===== config.mk =====
export PLATFORM = sky130hd
export DESIGN_NAME = imm_decode_stage
export DESIGN_NICKNAME = d
export VERILOG_FILES = /design/src/rtl/imm_pkg.sv /design/src/rtl/imm_extract.sv /design/src/rtl/imm_decode_stage.sv
export SDC_FILE = /design/constraint.sdc
export NUM_CORES = 1
export LEC_CHECK = 0
export BUFFER_PORTS_ARGS = -buffer_cell sky130_fd_sc_hd__buf_2
export CORE_ASPECT_RATIO = 0.7
export CORE_MARGIN = 5
export CORE_UTILIZATION = 35
export DETAILED_ROUTE_END_ITERATION = 7
export SKIP_CTS_REPAIR_TIMING = 1
export SLEW_MARGIN = 20
export SYNTH_ARGS = -nofsm -noshare
export SYNTH_HDL_FRONTEND = slang
export SYNTH_HIERARCHICAL = 1
export SYNTH_SLANG_ARGS = --single-unit

===== constraint.sdc =====
create_clock -name clk_i -period 6.2 [get_ports clk_i]
set_input_delay 0.62 -clock clk_i [delete_from_list [all_inputs] [get_ports clk_i]]
set_output_delay 0.62 -clock clk_i [all_outputs]
set_load 0.01 [all_outputs]

===== src/rtl/imm_pkg.sv =====
// Shared types and opcode constants for the immediate-decode stage.
// Latency: n/a (definitions only).
// Backpressure: n/a.
package imm_pkg;

  // Immediate format tag. NONE must stay at encoding 0: the stage resets its
  // payload registers to all-zeros and relies on that reading back as NONE.
  typedef enum logic [3:0] {
    NONE    = 4'd0,
    R       = 4'd1,
    I       = 4'd2,
    I_SHAMT = 4'd3,
    S       = 4'd4,
    B       = 4'd5,
    U       = 4'd6,
    J       = 4'd7,
    CSR_Z   = 4'd8
  } imm_fmt_e;

  localparam logic [6:0] OPCODE_LOAD     = 7'b0000011;
  localparam logic [6:0] OPCODE_I_TYPE   = 7'b0010011;  // OP-IMM
  localparam logic [6:0] OPCODE_AUIPC    = 7'b0010111;
  localparam logic [6:0] OPCODE_I_W_TYPE = 7'b0011011;  // OP-IMM-32 (RV64 only)
  localparam logic [6:0] OPCODE_STORE    = 7'b0100011;
  localparam logic [6:0] OPCODE_AMO      = 7'b0101111;
  localparam logic [6:0] OPCODE_R_TYPE   = 7'b0110011;  // OP
  localparam logic [6:0] OPCODE_LUI      = 7'b0110111;
  localparam logic [6:0] OPCODE_R_W_TYPE = 7'b0111011;  // OP-32
  localparam logic [6:0] OPCODE_BRANCH   = 7'b1100011;
  localparam logic [6:0] OPCODE_JALR     = 7'b1100111;
  localparam logic [6:0] OPCODE_JAL      = 7'b1101111;
  localparam logic [6:0] OPCODE_SYSTEM   = 7'b1110011;

endpackage


===== src/rtl/imm_extract.sv =====
// Combinational immediate extraction: instruction word -> XLEN immediate, format tag, illegal flag.
// Latency: 0 cycles (pure combinational).
// Backpressure: none; ports: instr_i in, imm_o / fmt_o / illegal_o out.
module imm_extract
  import imm_pkg::*;
#(
  parameter int XLEN = 32
) (
  input  logic [31:0]     instr_i,
  output logic [XLEN-1:0] imm_o,
  output imm_fmt_e        fmt_o,
  output logic            illegal_o
);

  logic [2:0]      funct3;
  logic            is_shift;
  logic [XLEN-1:0] imm_i, imm_s, imm_b, imm_j, imm_u, imm_csr, imm_shamt, imm_shamt_w;

  assign funct3   = instr_i[14:12];
  assign is_shift = (funct3 == 3'b001) || (funct3 == 3'b101);

  assign imm_i   = {{(XLEN-12){instr_i[31]}}, instr_i[31:20]};
  assign imm_s   = {{(XLEN-12){instr_i[31]}}, instr_i[31:25], instr_i[11:7]};
  assign imm_b   = {{(XLEN-12){instr_i[31]}}, instr_i[7], instr_i[30:25], instr_i[11:8], 1'b0};
  assign imm_j   = {{(XLEN-20){instr_i[31]}}, instr_i[19:12], instr_i[20], instr_i[30:21], 1'b0};
  assign imm_u   = {{(XLEN-31){instr_i[31]}}, instr_i[30:12], 12'b0};
  assign imm_csr = {{(XLEN-5){1'b0}}, instr_i[19:15]};
  // RV64 shifts carry a 6-bit shamt; on RV32 bit 25 belongs to funct7 and is ignored.
  assign imm_shamt   = (XLEN == 64) ? {{(XLEN-6){1'b0}}, instr_i[25:20]}
                                    : {{(XLEN-5){1'b0}}, instr_i[24:20]};
  // Word-op shifts always have a 5-bit shamt.
  assign imm_shamt_w = {{(XLEN-5){1'b0}}, instr_i[24:20]};

  always_comb begin
    imm_o     = '0;
    fmt_o     = NONE;
    illegal_o = 1'b0;
    case (instr_i[6:0])
      OPCODE_I_TYPE: begin
        if (is_shift) begin
          imm_o = imm_shamt;
          fmt_o = I_SHAMT;
        end else begin
          imm_o = imm_i;
          fmt_o = I;
        end
      end
      OPCODE_LOAD, OPCODE_JALR: begin
        imm_o = imm_i;
        fmt_o = I;
      end
      OPCODE_STORE: begin
        imm_o = imm_s;
        fmt_o = S;
      end
      OPCODE_BRANCH: begin
        imm_o = imm_b;
        fmt_o = B;
      end
      OPCODE_JAL: begin
        imm_o = imm_j;
        fmt_o = J;
      end
      OPCODE_LUI, OPCODE_AUIPC: begin
        imm_o = imm_u;
        fmt_o = U;
      end
      OPCODE_SYSTEM: begin
        if (funct3[2]) begin
          imm_o = imm_csr;
          fmt_o = CSR_Z;
        end else begin
          imm_o = imm_i;
          fmt_o = I;
        end
      end
      OPCODE_I_W_TYPE: begin
        if (XLEN == 64) begin
          if (is_shift) begin
            imm_o = imm_shamt_w;
            fmt_o = I_SHAMT;
          end else begin
            imm_o = imm_i;
            fmt_o = I;
          end
        end else begin
          illegal_o = 1'b1;
        end
      end
      OPCODE_R_TYPE, OPCODE_R_W_TYPE, OPCODE_AMO: begin
        fmt_o = R;
      end
      default: begin
        illegal_o = 1'b1;
      end
    endcase
  end

endmodule


===== src/rtl/imm_decode_stage.sv =====
// Registered immediate-decode stage with a two-entry skid buffer (main M + skid S), FIFO order.
// Latency: 1 cycle; full throughput with registered in_ready_o; flush_i drops both entries.
// Backpressure: out_ready_i low holds M, next word lands in S, in_ready_o drops until S drains.
// Ports: clk_i, rst_i (async, active-high), flush_i, in_valid_i/in_ready_o/instr_i/pc_i,
//        out_valid_o/out_ready_i/imm_o/fmt_o/illegal_o/instr_o/pc_o.
module imm_decode_stage
  import imm_pkg::*;
#(
  parameter int XLEN = 32
) (
  input  logic            clk_i,
  input  logic            rst_i,
  input  logic            flush_i,
  input  logic            in_valid_i,
  output logic            in_ready_o,
  input  logic [31:0]     instr_i,
  input  logic [XLEN-1:0] pc_i,
  output logic            out_valid_o,
  input  logic            out_ready_i,
  output logic [XLEN-1:0] imm_o,
  output imm_fmt_e        fmt_o,
  output logic            illegal_o,
  output logic [31:0]     instr_o,
  output logic [XLEN-1:0] pc_o
);

  typedef struct packed {
    logic [31:0]     instr;
    logic [XLEN-1:0] pc;
    logic [XLEN-1:0] imm;
    imm_fmt_e        fmt;
    logic            illegal;
  } entry_t;

  logic [XLEN-1:0] dec_imm;
  imm_fmt_e        dec_fmt;
  logic            dec_illegal;
  entry_t          in_ent;

  entry_t m_q, m_d, s_q, s_d;
  logic   m_vld_q, m_vld_d, s_vld_q, s_vld_d;
  logic   rdy_q;
  logic   accept, fire;

  imm_extract #(.XLEN(XLEN)) u_extract (
    .instr_i  (instr_i),
    .imm_o    (dec_imm),
    .fmt_o    (dec_fmt),
    .illegal_o(dec_illegal)
  );

  always_comb begin
    in_ent         = '0;
    in_ent.instr   = instr_i;
    in_ent.pc      = pc_i;
    in_ent.imm     = dec_imm;
    in_ent.fmt     = dec_fmt;
    in_ent.illegal = dec_illegal;
  end

  assign accept = in_valid_i & rdy_q;
  assign fire   = m_vld_q & out_ready_i;

  // rdy_q tracks !s_vld_q, so an accept never coincides with a pending S->M move.
  always_comb begin
    m_d     = m_q;
    s_d     = s_q;
    m_vld_d = m_vld_q;
    s_vld_d = s_vld_q;
    if (flush_i) begin
      m_vld_d = 1'b0;
      s_vld_d = 1'b0;
    end else if (!m_vld_q || fire) begin
      if (s_vld_q) begin
        m_d     = s_q;
        m_vld_d = 1'b1;
        s_vld_d = 1'b0;
      end else begin
        m_vld_d = accept;
        if (accept) m_d = in_ent;
      end
    end else if (accept) begin
      s_d     = in_ent;
      s_vld_d = 1'b1;
    end
  end

  // Payload reset to all-zeros gives imm/instr/pc = 0 and fmt = NONE.
  always_ff @(posedge clk_i or posedge rst_i) begin
    if (rst_i) begin
      m_q     <= '0;
      s_q     <= '0;
      m_vld_q <= 1'b0;
      s_vld_q <= 1'b0;
      rdy_q   <= 1'b1;
    end else begin
      m_q     <= m_d;
      s_q     <= s_d;
      m_vld_q <= m_vld_d;
      s_vld_q <= s_vld_d;
      rdy_q   <= !s_vld_d;
    end
  end

  assign in_ready_o  = rdy_q;
  assign out_valid_o = m_vld_q;
  assign imm_o       = m_q.imm;
  assign fmt_o       = m_q.fmt;
  assign illegal_o   = m_q.illegal;
  assign instr_o     = m_q.instr;
  assign pc_o        = m_q.pc;

endmodule


* Word level (Yosys, flattened, before mapping)
Cells that the tools add are included.
Storage, ports and cells: input port bits 69, logic and storage cells 58, register bits after elaboration 205
Cells by class: reduce and logical (&&, ||, !) cells 12, eq/ne operators 14, bitwise gates (word level) 4, muxes and demuxes 15
Operators with widths (count):
- $pmux W32 S7 | 1
- $mux W101 | 2
- $mux W32 | 2
- $eq A7 B6 Y1 const B | 5
- $pmux W4 S8 | 1
- $eq A7 B7 Y1 const B | 4
- $eq A7 B5 Y1 const B | 2
- $reduce_or A12 Y1 | 1
- $mux W1 | 8
- $eq A7 B2 Y1 const B | 1
- $reduce_and A3 Y1 | 2
- $mux W4 | 1
- $reduce_bool A2 Y1 | 2
- $reduce_or A2 Y1 | 2
- $eq A3 B1 Y1 const B | 1
- $eq A3 B3 Y1 const B | 1
- $reduce_or A3 Y1 | 1
- $and A1 B1 Y1 | 2
- $logic_not A1 Y1 | 2
- $logic_or A1 B1 Y1 | 2
- $not A1 Y1 | 2

* Depth between registers and ports, before layout
Gate-level depths: netlist (run 1).
word-level depth 6, gate-level depth with buffers 8, mapped depth without buffers 6

* Modules after synthesis
Netlist (run 1), hierarchy kept.
Modules (own cells, without submodules):
- imm_decode_stage | area each 9258.9 um^2, cells an instance 552, seq. area each 5131.2 um^2, instances 1
- imm_extract | area each 730.7 um^2, cells an instance 122, seq. area each 0.0 um^2, instances 1

* Worst setup path before layout (run 1)
Ideal clock, no wire load.
path type in2reg, from input instr_i[5], to register m_q, in the netlist imm_o[12], library setup time 0.125 ns, arrival time 2.041 ns, slack 4.034 ns, buffers on the path 2, stages on the path 8, path through buf_2 > nand4_1 > o22ai_1 > a21oi_2 > clkbuf_2 > o21ai_0 > mux2_2 > mux2_2
On the way: cells in the longest elaborated chain, start to end 5, elaborated cells between the ends (all ways) 14, classes of those cells 9 x eq/ne; 3 x mux; 2 x reduce/logical
RTL lines:
- start: declaration | line imm_decode_stage.sv:16 | input logic [31:0] instr_i,
- $eq A7 B6 Y1, or another cell as far along | line imm_extract.sv:38 | case (instr_i[6:0])
- $reduce_or A2 Y1
- $pmux W32 S7 (*) | line imm_extract.sv:38
- net dec_imm[12] | line imm_decode_stage.sv:35 | logic [XLEN-1:0] dec_imm;
- $mux W101 (*) | line imm_decode_stage.sv:80 | if (accept) m_d = in_ent;
- $mux W101 (*) | line imm_decode_stage.sv:74 | if (s_vld_q) begin
- end signal: assignment | line imm_decode_stage.sv:97 | m_q <= m_d;
- end: declaration | line imm_decode_stage.sv:40 | entry_t m_q, m_d, s_q, s_d;
The timed path passes the listed nets; every way through them passes the cells marked *. The select of a mux whose other input is x is not followed. A chain may end at the register's enable or synchronous reset.

* Final worst setup path (run 1)
from register s_vld_q, to register m_q, in the netlist imm_o[1]
On the way: cells in the longest elaborated chain, start to end 2, elaborated cells between the ends (all ways) 3, classes of those cells 1 x mux; 2 x reduce/logical
RTL lines:
- start: declaration | line imm_decode_stage.sv:41 | logic m_vld_q, m_vld_d, s_vld_q, s_vld_d;
- start signal: assignment | line imm_decode_stage.sv:100 | s_vld_q <= s_vld_d;
- $reduce_bool A2 Y1 (no source line)
- $reduce_and A3 Y1 (no source line)
Parallel ways exist; a longest one is shown, timed or not.

==> summary.md, run 1 <==
| Metric | Value |
|---|---|
| Run status | completed |
| CTS tree | built |
| Clk_lat worst skew | around 510 ps |
| Post-route non-filler standard cell count | 1220 |
| Global routing's busiest layer | met1 |
| Worst slew pin tran | 1017 ps |
| Number of global-route vias before repair | a little over 6000 |
| Element type at the critical path start | register |
| # fillers | around 2700 |
| Mapped Cells | 674 |
| Switching Power | 918.0 uW |
| Tmin final | approximately 2600 ps |
| Worst min path class | input pin to asynchronous set/reset pin |
| Top cells by area, synth | dfrtp_1 51%, mux2_2 24%, mux2_4 14%, buf_12 2.0%, buf_2 1.2% |
| I/O Buffers | 171 |
| WL final | about 24000 um |
| CP endpoint kind | register |
| Post-layout util | between 40% and 50% |
| Initial antenna violation count | 2 |
| Slew Viols, Final | 0 |
| Worst IR Drop VDD | about 0.15 mV |
| Switching Share | approximately 25% |
| Longest Clk Path Bufs | 3 |
| Final ANT Viol Nets | 0 |
| Library cells used by synthesis | 49 |
| # DRC | 0 |
| Register area share after synthesis | about half |
| Drt pass-1 iters | 4 |
| # IOs | between 150 and 200 |
| Die Y | ~150 um |
| Area of the mapped netlist | between 9000 and 10000 um2 |
| Maximum number of pins on one net before global-route repair | between 100 and 150 |
| Share of cells above drive strength 1 | 62.07% |
| Final #Nets | around 900 |
| Area Growth Syn to Fin | 17.52% |
| M3 GR Usage | between 4 and 5% |
| Gate power share | about 17% |
| Cell Int Power | 2704 uW |
| Slowest cell on crit path | dfrtp_4 |
| CTS Sinks | roughly 200 |
| Core Region | about 28000 um2 |
| CTS H-tree lvls | 1 |
| Root Buffer Master | clkbuf_16 |
| GP Congestion | ~0.73 |
| GRT met2 Usage | about a fifth |
| Grt total ovfl | 0 |
| Reg power frac | a little under half |
| CP arrival | 3000 ps |
| WP buf/inv | 1 |
| Die Width | between 200 and 250 um |
| Vias post-DR | 5984 |
| Setup-failing EPs final | 0 |
| Crit share post-route | between 40% and 50% |
| DR iter-0 viols | 314 |
| Vias per Instance | roughly 4.9 |
| RSZ-0062 raised after global routing | false |
| Initial core utilization | 35.74% |
| Num rows | between 50 and 60 |
| Synth top area share | ~51% |
| Crit path max fanout | 68 |
| Number of flops mapped to enable cells by yosys | 0 |
| Avg Cell Area, Syn | 14.82 um2 |
| Worst endpoint required time | ~6600 ps |
| Crit Path Category | register to register |
| GR Util All Layers | between 10% and 20% |
| F_max | about 0.38 GHz |
| CP Launch Point | s_vld_q$_DFF_PP0_ |
| Static leakage | between 0.005 and 0.006 uW |
| Num CTS Buffers | 22 |
| Count leader, synth | mux2_2 |
| DP Cell Count | 1180 |
| Yosys top cell by area | dfrtp_1 |
| Clock transition at path regs | roughly 60 ps |
| Die area | about 32000 um2 |
| Clk_skew | about 7.8 ps |
| Top cells by count, synth | 213 x mux2_2, 204 x dfrtp_1, 90 x mux2_4 |
| Asr flop ratio synth | between 90% and 100% |
| Most common flop cell mapped by yosys | dfrtp_1 |
| Placed wire-length estimate | ~16000 um |
| Routing usage on met1 | 22.08% |
| Worst-path cell chain | a21oi_1 > nor3_2 > buf_4 > mux2_2 |
| Diodes inserted | 0 |
| Final Hold Vio Count | 0 |
| Delay-heaviest family, CP | flip-flops |
| Routed len/inst | approximately 20 um |
| Reg-to-Reg Start | s_vld_q$_DFF_PP0_ |
| Pwr dens | about 310 nW/um2 |
| Clock power frac | roughly 36% |
| Crit-path max cell delay | between 800 and 900 ps |
| Setup TNS | 0 ps |
| Slew headroom | between 30% and 40% |
| First-pass GRT wire length | around 37000 um |
| # Max-Cap Violations | 0 |
| Syn_nets | 743 |
| Synth Register Bits | 205 |
| Warnings from Yosys | 6 |
## per-stage QoR
step | setup slack (ps) | power, uW | hold WS [ps] | area [um2]
3_5_place_dp | 3238 | 2347 | 487.4 | 11030
4_1_cts | 3532 | 3689 | 59.27 | 11740
6_report | 3596 | 3622 | 75.13 | 11740
2_1_floorplan | 2923 | 2121 | 474.9 | 9993
5_1_grt | 3368 | 3811 | 78.58 | 11740
3_3_place_gp | 3249 | 2332 | 484.4 | 11030
## power groups by stage
stage	clock [uW]	sequential [uW]	combinational, uW
finish	1310	1690	625
floorplan	0	1730	391
global placement	0	1700	627
global route	1410	1720	682
detailed placement	0	1710	640
CTS	1360	1690	640
## final timing paths
check / to / slack, ps / depth (start not counted)
min in group clk_i: s_q[47]$_DFFE_PP0P_ / 350 / 2
min: instr_o[10]$_DFFE_PP0P_ / 80 / 2
max: imm_o[1]$_DFFE_PP0P_ / 3600 / 4
max reg2reg: imm_o[1]$_DFFE_PP0P_ / 3600 / 4
max in group asynchronous: imm_o[30]$_DFFE_PP0P_ / 5020 / 3
min reg2reg: s_q[66]$_DFFE_PP0P_ / 500 / 1
## cell usage in the layout, fill, tap and decap left out, types with 3 or more instances in the layout
master,instances
nor2b_1,4
nor3_2,3
mux2_4,90
clkbuf_1,10
a21oi_1,15
a221o_1,4
clkbuf_8,7
buf_4,8
a21boi_0,6
nand2_1,18
o21ai_0,20
dfrtp_1,203
o22ai_1,3
buf_2,171
a21boi_1,4
mux2_2,213
inv_1,7
clkbuf_16,23
## cell type report
cell class / instances / area [um2] / area share [%]
timing repair buffer: 180 / 935.9 / 7.972
tap: 371 / 464.2 / 3.954
clock buffer: 40 / 709.4 / 6.043
multi-input combinational: 416 / 4462 / 38.00
sequential: 205 / 5135 / 43.74
inverter: 8 / 33.78 / 0.2878
## state kept, by name (all words and copies together) (netlist names)
register     flops
instr_o         32
s_vld_q          1
fmt_o            4
out_valid_o      1
s_q            101
illegal_o        1
in_ready_o       1
imm_o           32
pc_o            32
## per-layer routing
layer  wire length [um]  part of all wire [%]
met3               1515                   6.3
met5                 20                 0.084
met1              11950                    50
met4                420                   1.8
met2              10010                    42
## cell families after synthesis
group	after synthesis	synth area share, %
flops	205	51.37
simple gates	49	3.018
mux	303	37.54
buf+inv	53	4.020
compound gates	64	4.058
No activity file was read; power rests on OpenSTA's default activity.
==> run 2, diff against run 1 <==
==> constraint.sdc (replaced) <==
create_clock -name clk_i -period 2.7 [get_ports clk_i]
set_input_delay 0.27 -clock clk_i [delete_from_list [all_inputs] [get_ports clk_i]]
set_output_delay 0.27 -clock clk_i [all_outputs]
set_load 0.01 [all_outputs]
==> summary.md, run 2 (synthesis gave the netlist of run 1 again) <==
| Metric | Value |
|---|---|
| Run status | completed |
| Vias post-DR | approximately 6100 |
| Die Width | roughly 210 um |
| Setup-failing EPs final | 0 |
| Slew Viols, Final | 0 |
| Pwr dens | 704.8 nW/um2 |
| Num rows | 51 |
| Final ANT Viol Nets | 0 |
| Number of global-route vias before repair | 6300 |
| Num CTS Buffers | 23 |
| Crit Path Category | register to register |
| Hold slack | between 2 and 2.5 ps |
| Area taken by multi-input logic gates | 4462 um2 |
| Crit share post-route | 69.97% |
| Longest Clk Path Bufs | 3 |
| Diodes inserted | 0 |
| Slew headroom | between 50% and 60% |
| Root Buffer Master | clkbuf_16 |
| Commonest non-fill, non-tap cell in the layout | mux2_2 |
| CTS tree | built |
| Die area | 32070 um2 |
| CTS H-tree lvls | 1 |
| CP arrival | about 2300 ps |
| CP endpoint kind | register |
| Grt total ovfl | 0 |
| GR Util All Layers | around 15% |
| Initial antenna violation count | 2 |
| Final Hold Vio Count | 0 |
| Share of cells above drive strength 1 | approximately 61% |
| Worst endpoint required time | a little over 3000 ps |
| Die Y | 151.4 um |
| Initial core utilization | 35.74% |
| Final #Nets | 933 |
| Routed len/inst | about 19 um |
| First-pass GRT wire length | between 30000 and 40000 um |
| Worst IR Drop VDD | ~0.38 mV |
| Static leakage | approximately 0.0056 uW |
| Vias per Instance | around 4.8 |
| Worst min path class | input pin to register |
| # DRC | 0 |
| Most flop-heavy register | s_q |
| I/O Buffers | approximately 170 |
| DR iter-0 viols | between 200 and 250 |
| WL final | between 20000 and 25000 um |
| Most frequent cells in the layout | 213 x mux2_2, 203 x dfrtp_1, 171 x buf_2, 90 x mux2_4, 28 x dlygate4sd3_1 |
| Drt pass-1 iters | 4 |
| Tmin final | about 1900 ps |
| Clock transition at path regs | around 60 ps |
| Maximum number of pins on one net before global-route repair | 107 |
| Crit path max fanout | 62 |
| # IOs | 172 |
| Area Growth Syn to Fin | 21.76% |
| Max reg flops | between 100 and 150 |
| F_max | between 0.5 and 0.6 GHz |
| # fillers | around 2600 |
| CTS Sinks | a little over 200 |
| Element type at the critical path start | register |
| Clk_skew | 14.61 ps |
| Worst slew pin tran | ~640 ps |
| Core Region | approximately 28000 um2 |
| Pwr Total | ~8600 uW |
| Clk_lat worst skew | between 500 and 600 ps |
| # Max-Cap Violations | 0 |
| Post-layout util | roughly 44% |
| Storage element area | 5135 um2 |
| RSZ-0062 raised after global routing | false |
| GP Congestion | 0.7560 |
| Placed wire-length estimate | 15800 um |
==> run 2: cell count changes in the layout (fill, tap and decap cells not counted), moves of 3 or more <==
cell / delta
buf_4: -3
clkinv_2: +5
buf_12: +5
clkbuf_1: -7
inv_6: +3
dlygate4sd3_1: +28
==> run 2: final timing paths <==
kind / startpoint / endpoint / slack [ps] / cells past startpoint
max: out_valid_o$_DFFE_PP0P_ / s_q[67]$_DFFE_PP0P_ / 810 / 4
min: pc_i[28] / s_q[65]$_DFFE_PP0P_ / 2 / 2
max reg2reg: out_valid_o$_DFFE_PP0P_ / s_q[67]$_DFFE_PP0P_ / 810 / 4
min reg2reg: instr_o[31]$_DFFE_PP0P_ / instr_o[31]$_DFFE_PP0P_ / 500 / 1
max in group asynchronous: rst_i / s_q[38]$_DFFE_PP0P_ / 1450 / 4
min in group asynchronous: rst_i / s_q[79]$_DFFE_PP0P_ / 310 / 3
==> run 2: metrics by stage <==
| step | worst slack [ps] | area, um2 | instances | setup TNS (ps) |
|---|---|---|---|---|
| final | 810.8 | 12160 | 1252 | 0 |
| after global routing | 725.6 | 12160 | 1252 | 0 |
| after CTS | 782.0 | 11880 | 1224 | 0 |
| after detailed placement | 560.8 | 11110 | 1182 | 0 |
| after global placement | 594.8 | 11110 | 1182 | 0 |
| after floorplan | -227.5 | 9993 | 674 | -46400 |
==> run 2: worst max-delay path: stages, from the launching register on <==
cell	delay (ps)
dfrtp_1	350
or3b_4	410
nor2_4	180
buf_12	400
mux2_2	400
==> run 2: layout make-up <==
| type | instances | share of cell area [%] |
|---|---|---|
| flip-flops and latches | 205 | 42.22 |
| multi-input cells | 416 | 36.68 |
| clock inverters | 11 | 0.9773 |
| clock buffers | 31 | 5.390 |
| inverters | 8 | 0.2777 |
| repair buffers | 210 | 10.64 |
| well taps | 371 | 3.816 |
==> run 2: where the power goes <==
part | leakage, uW | switching (uW) | total [uW] | internal (uW)
Sequential | 0.00259 | 271 | 3870 | 3600
Combinational | 0.00267 | 612 | 1490 | 879
Clock | 0.000384 | 1300 | 3210 | 1910
==> run 2: layer usage <==
layer	routed length, um	track usage, %	up-vias	share of wire (%)
li1	-	-	2815	-
met1	12030	22.70	3082	50
met2	10560	21.94	128	44
met3	1296	3.685	26	5.3
met4	361	2.221	4	1.5
met5	19	0	-	0.078
==> run 3, diff against run 2 <==
==> constraint.sdc (replaced) <==
create_clock -name clk_i -period 1.58 [get_ports clk_i]
set_input_delay 0.158 -clock clk_i [delete_from_list [all_inputs] [get_ports clk_i]]
set_output_delay 0.158 -clock clk_i [all_outputs]
set_load 0.01 [all_outputs]
==> summary.md, run 3 (synthesis gave the netlist of run 1 again) <==
| Metric | Value |
|---|---|
| Run status | complete, but fails checks |
| Violated checks | setup timing |
| Worst min path class | input pin to register |
| Vias post-DR | around 6700 |
| CTS Sinks | between 200 and 250 |
| CP arrival | about 2100 ps |
| Routed len/inst | between 15 and 20 um |
| Grt total ovfl | 0 |
| Pwr dens | ~1100 nW/um2 |
| Die Y | roughly 150 um |
| CP endpoint kind | register |
| RSZ-0062 raised after global routing | true |
| Final setup margin | -141.8 ps |
| Post-route cell area | approximately 14000 um2 |
| GR Util All Layers | 15.30% |
| Static leakage | ~0.007 uW |
| Crit path max fanout | 5 |
| Final #Nets | between 1000 and 1500 |
| Most flop-heavy register | s_q |
| Setup-failing EPs final | 201 |
| Drt pass-1 iters | 4 |
| Switching Share | 25.01% |
| Die area | approximately 32000 um2 |
| Share of cells above drive strength 1 | between 60 and 70% |
| CTS H-tree lvls | 1 |
| DR iter-0 viols | between 300 and 400 |
| Cell Int Power | between 10000 and 15000 uW |
| WL final | roughly 27000 um |
| Core Region | approximately 28000 um2 |
| # IOs | around 170 |
| Area Growth Syn to Fin | 43.80% |
| Crit Path Category | register to register |
| Clk_lat worst skew | about 520 ps |
| Final ANT Viol Nets | 0 |
| Worst slew pin tran | around 790 ps |
| I/O Buffers | between 150 and 200 |
| # DRC | 0 |
| Post-layout util | 51.40% |
| Worst IR Drop VDD | about 0.67 mV |
| Longest Clk Path Bufs | 3 |
| Vias per Instance | 4.860 |
| Final Hold Vio Count | 0 |
| Gate power share | about a fifth |
| Root Buffer Master | clkbuf_16 |
| CTS tree | built |
| Clock transition at path regs | 60 ps |
| Tmin final | roughly 1700 ps |
| Clk_skew | 9.329 ps |
| # Max-Cap Violations | 0 |
| Reg power frac | between 40% and 50% |
| Hold slack | 25.64 ps |
| Initial core utilization | about 36% |
| Initial antenna violation count | 1 |
| Maximum number of pins on one net before global-route repair | 57 |
| Clock power frac | 37.4% |
| Num rows | 51 |
| Commonest non-fill, non-tap cell in the layout | mux2_4 |
| Switching Power | approximately 4000 uW |
| F_max | ~0.58 GHz |
| Instance area at placement | around 12000 um2 |
| Element type at the critical path start | register |
| Slew headroom | between 40 and 50% |
| Worst endpoint required time | 1980 ps |
| First-pass GRT wire length | just under 40000 um |
| Max reg flops | between 100 and 150 |
| Number of global-route vias before repair | 6826 |
| Most frequent cells in the layout | 205 x mux2_4, 203 x dfrtp_1, 170 x buf_2, 98 x mux2_2, 70 x buf_4 |
| Slew Viols, Final | 0 |
| Die Width | approximately 210 um |
| Crit share post-route | 109.0% |
| Placed wire-length estimate | 17820 um |
| GP Congestion | 0.7877 |
| Diodes inserted | 0 |
| Num CTS Buffers | 24 |
[run 3: stage by stage]
| step | std cells | total power (uW) | setup WS, ps | TNS (ps) |
|---|---|---|---|---|
| after floorplan | 674 | 8505 | -1235 | -261740 |
| after global placement | 1261 | 9474 | -354.2 | -24580 |
| after detailed placement | 1261 | 9532 | -415.1 | -26350 |
| after CTS | 1304 | 15600 | -197.2 | -23910 |
| after global routing | 1388 | 16580 | -215.0 | -34990 |
| final | 1388 | 15840 | -141.8 | -20670 |
[run 3: final timing paths]
| kind | cells past startpoint | slack, ps | from | end |
|---|---|---|---|---|
| setup / recovery | 6 | -140 | in_ready_o$_DFF_PP1_ | imm_o[16]$_DFFE_PP0P_ |
| hold / removal | 3 | 30 | flush_i | in_ready_o$_DFF_PP1_ |
| setup reg to reg | 6 | -140 | in_ready_o$_DFF_PP1_ | imm_o[16]$_DFFE_PP0P_ |
| hold reg to reg | 1 | 500 | s_q[70]$_DFFE_PP0P_ | s_q[70]$_DFFE_PP0P_ |
| max in group asynchronous | 4 | 650 | rst_i | s_q[88]$_DFFE_PP0P_ |
| min in group asynchronous | 3 | 220 | rst_i | s_q[29]$_DFFE_PP0P_ |
[run 3: cell type report]
cell class,count,area (um2)
Timing Repair Buffer,345,2839
Clock buffer,31,678.2
Fill cell,2429,13580
Sequential cell,205,5135
Inverter,8,33.78
Multi-Input combinational cell,416,5044
Tap cell,371,464.2
Clock inverter,12,171.4
[run 3: worst max-delay path: stages (launching register included)]
cell and delay (ps):
dfstp_2 560, a21oi_4 70, nor3_4 180, buf_6 160, clkbuf_16 170, buf_8 150
mux2_4 310
[run 3: per-layer routing]
| layer | wire length [um] | share of wire [%] | global-route usage, % | up-vias |
|---|---|---|---|---|
| met5 | 13 | 0.048 | 0 | - |
| met1 | 13600 | 50 | 22.89 | 3429 |
| met2 | 11500 | 42 | 21.90 | 169 |
| li1 | - | - | - | 3101 |
| met4 | 479 | 1.8 | 3.251 | 2 |
| met3 | 1588 | 5.8 | 4.555 | 44 |
[run 3: power groups by stage]
| stage | Clock (uW) | Sequential (uW) | Combinational (uW) |
|---|---|---|---|
| 6_report | 5930 | 6670 | 3240 |
| 5_1_grt | 6350 | 6770 | 3470 |
| 4_1_cts | 6120 | 6640 | 2840 |
| 3_5_place_dp | 0 | 6700 | 2830 |
| 3_3_place_gp | 0 | 6690 | 2780 |
| 2_1_floorplan | 0 | 6800 | 1710 |
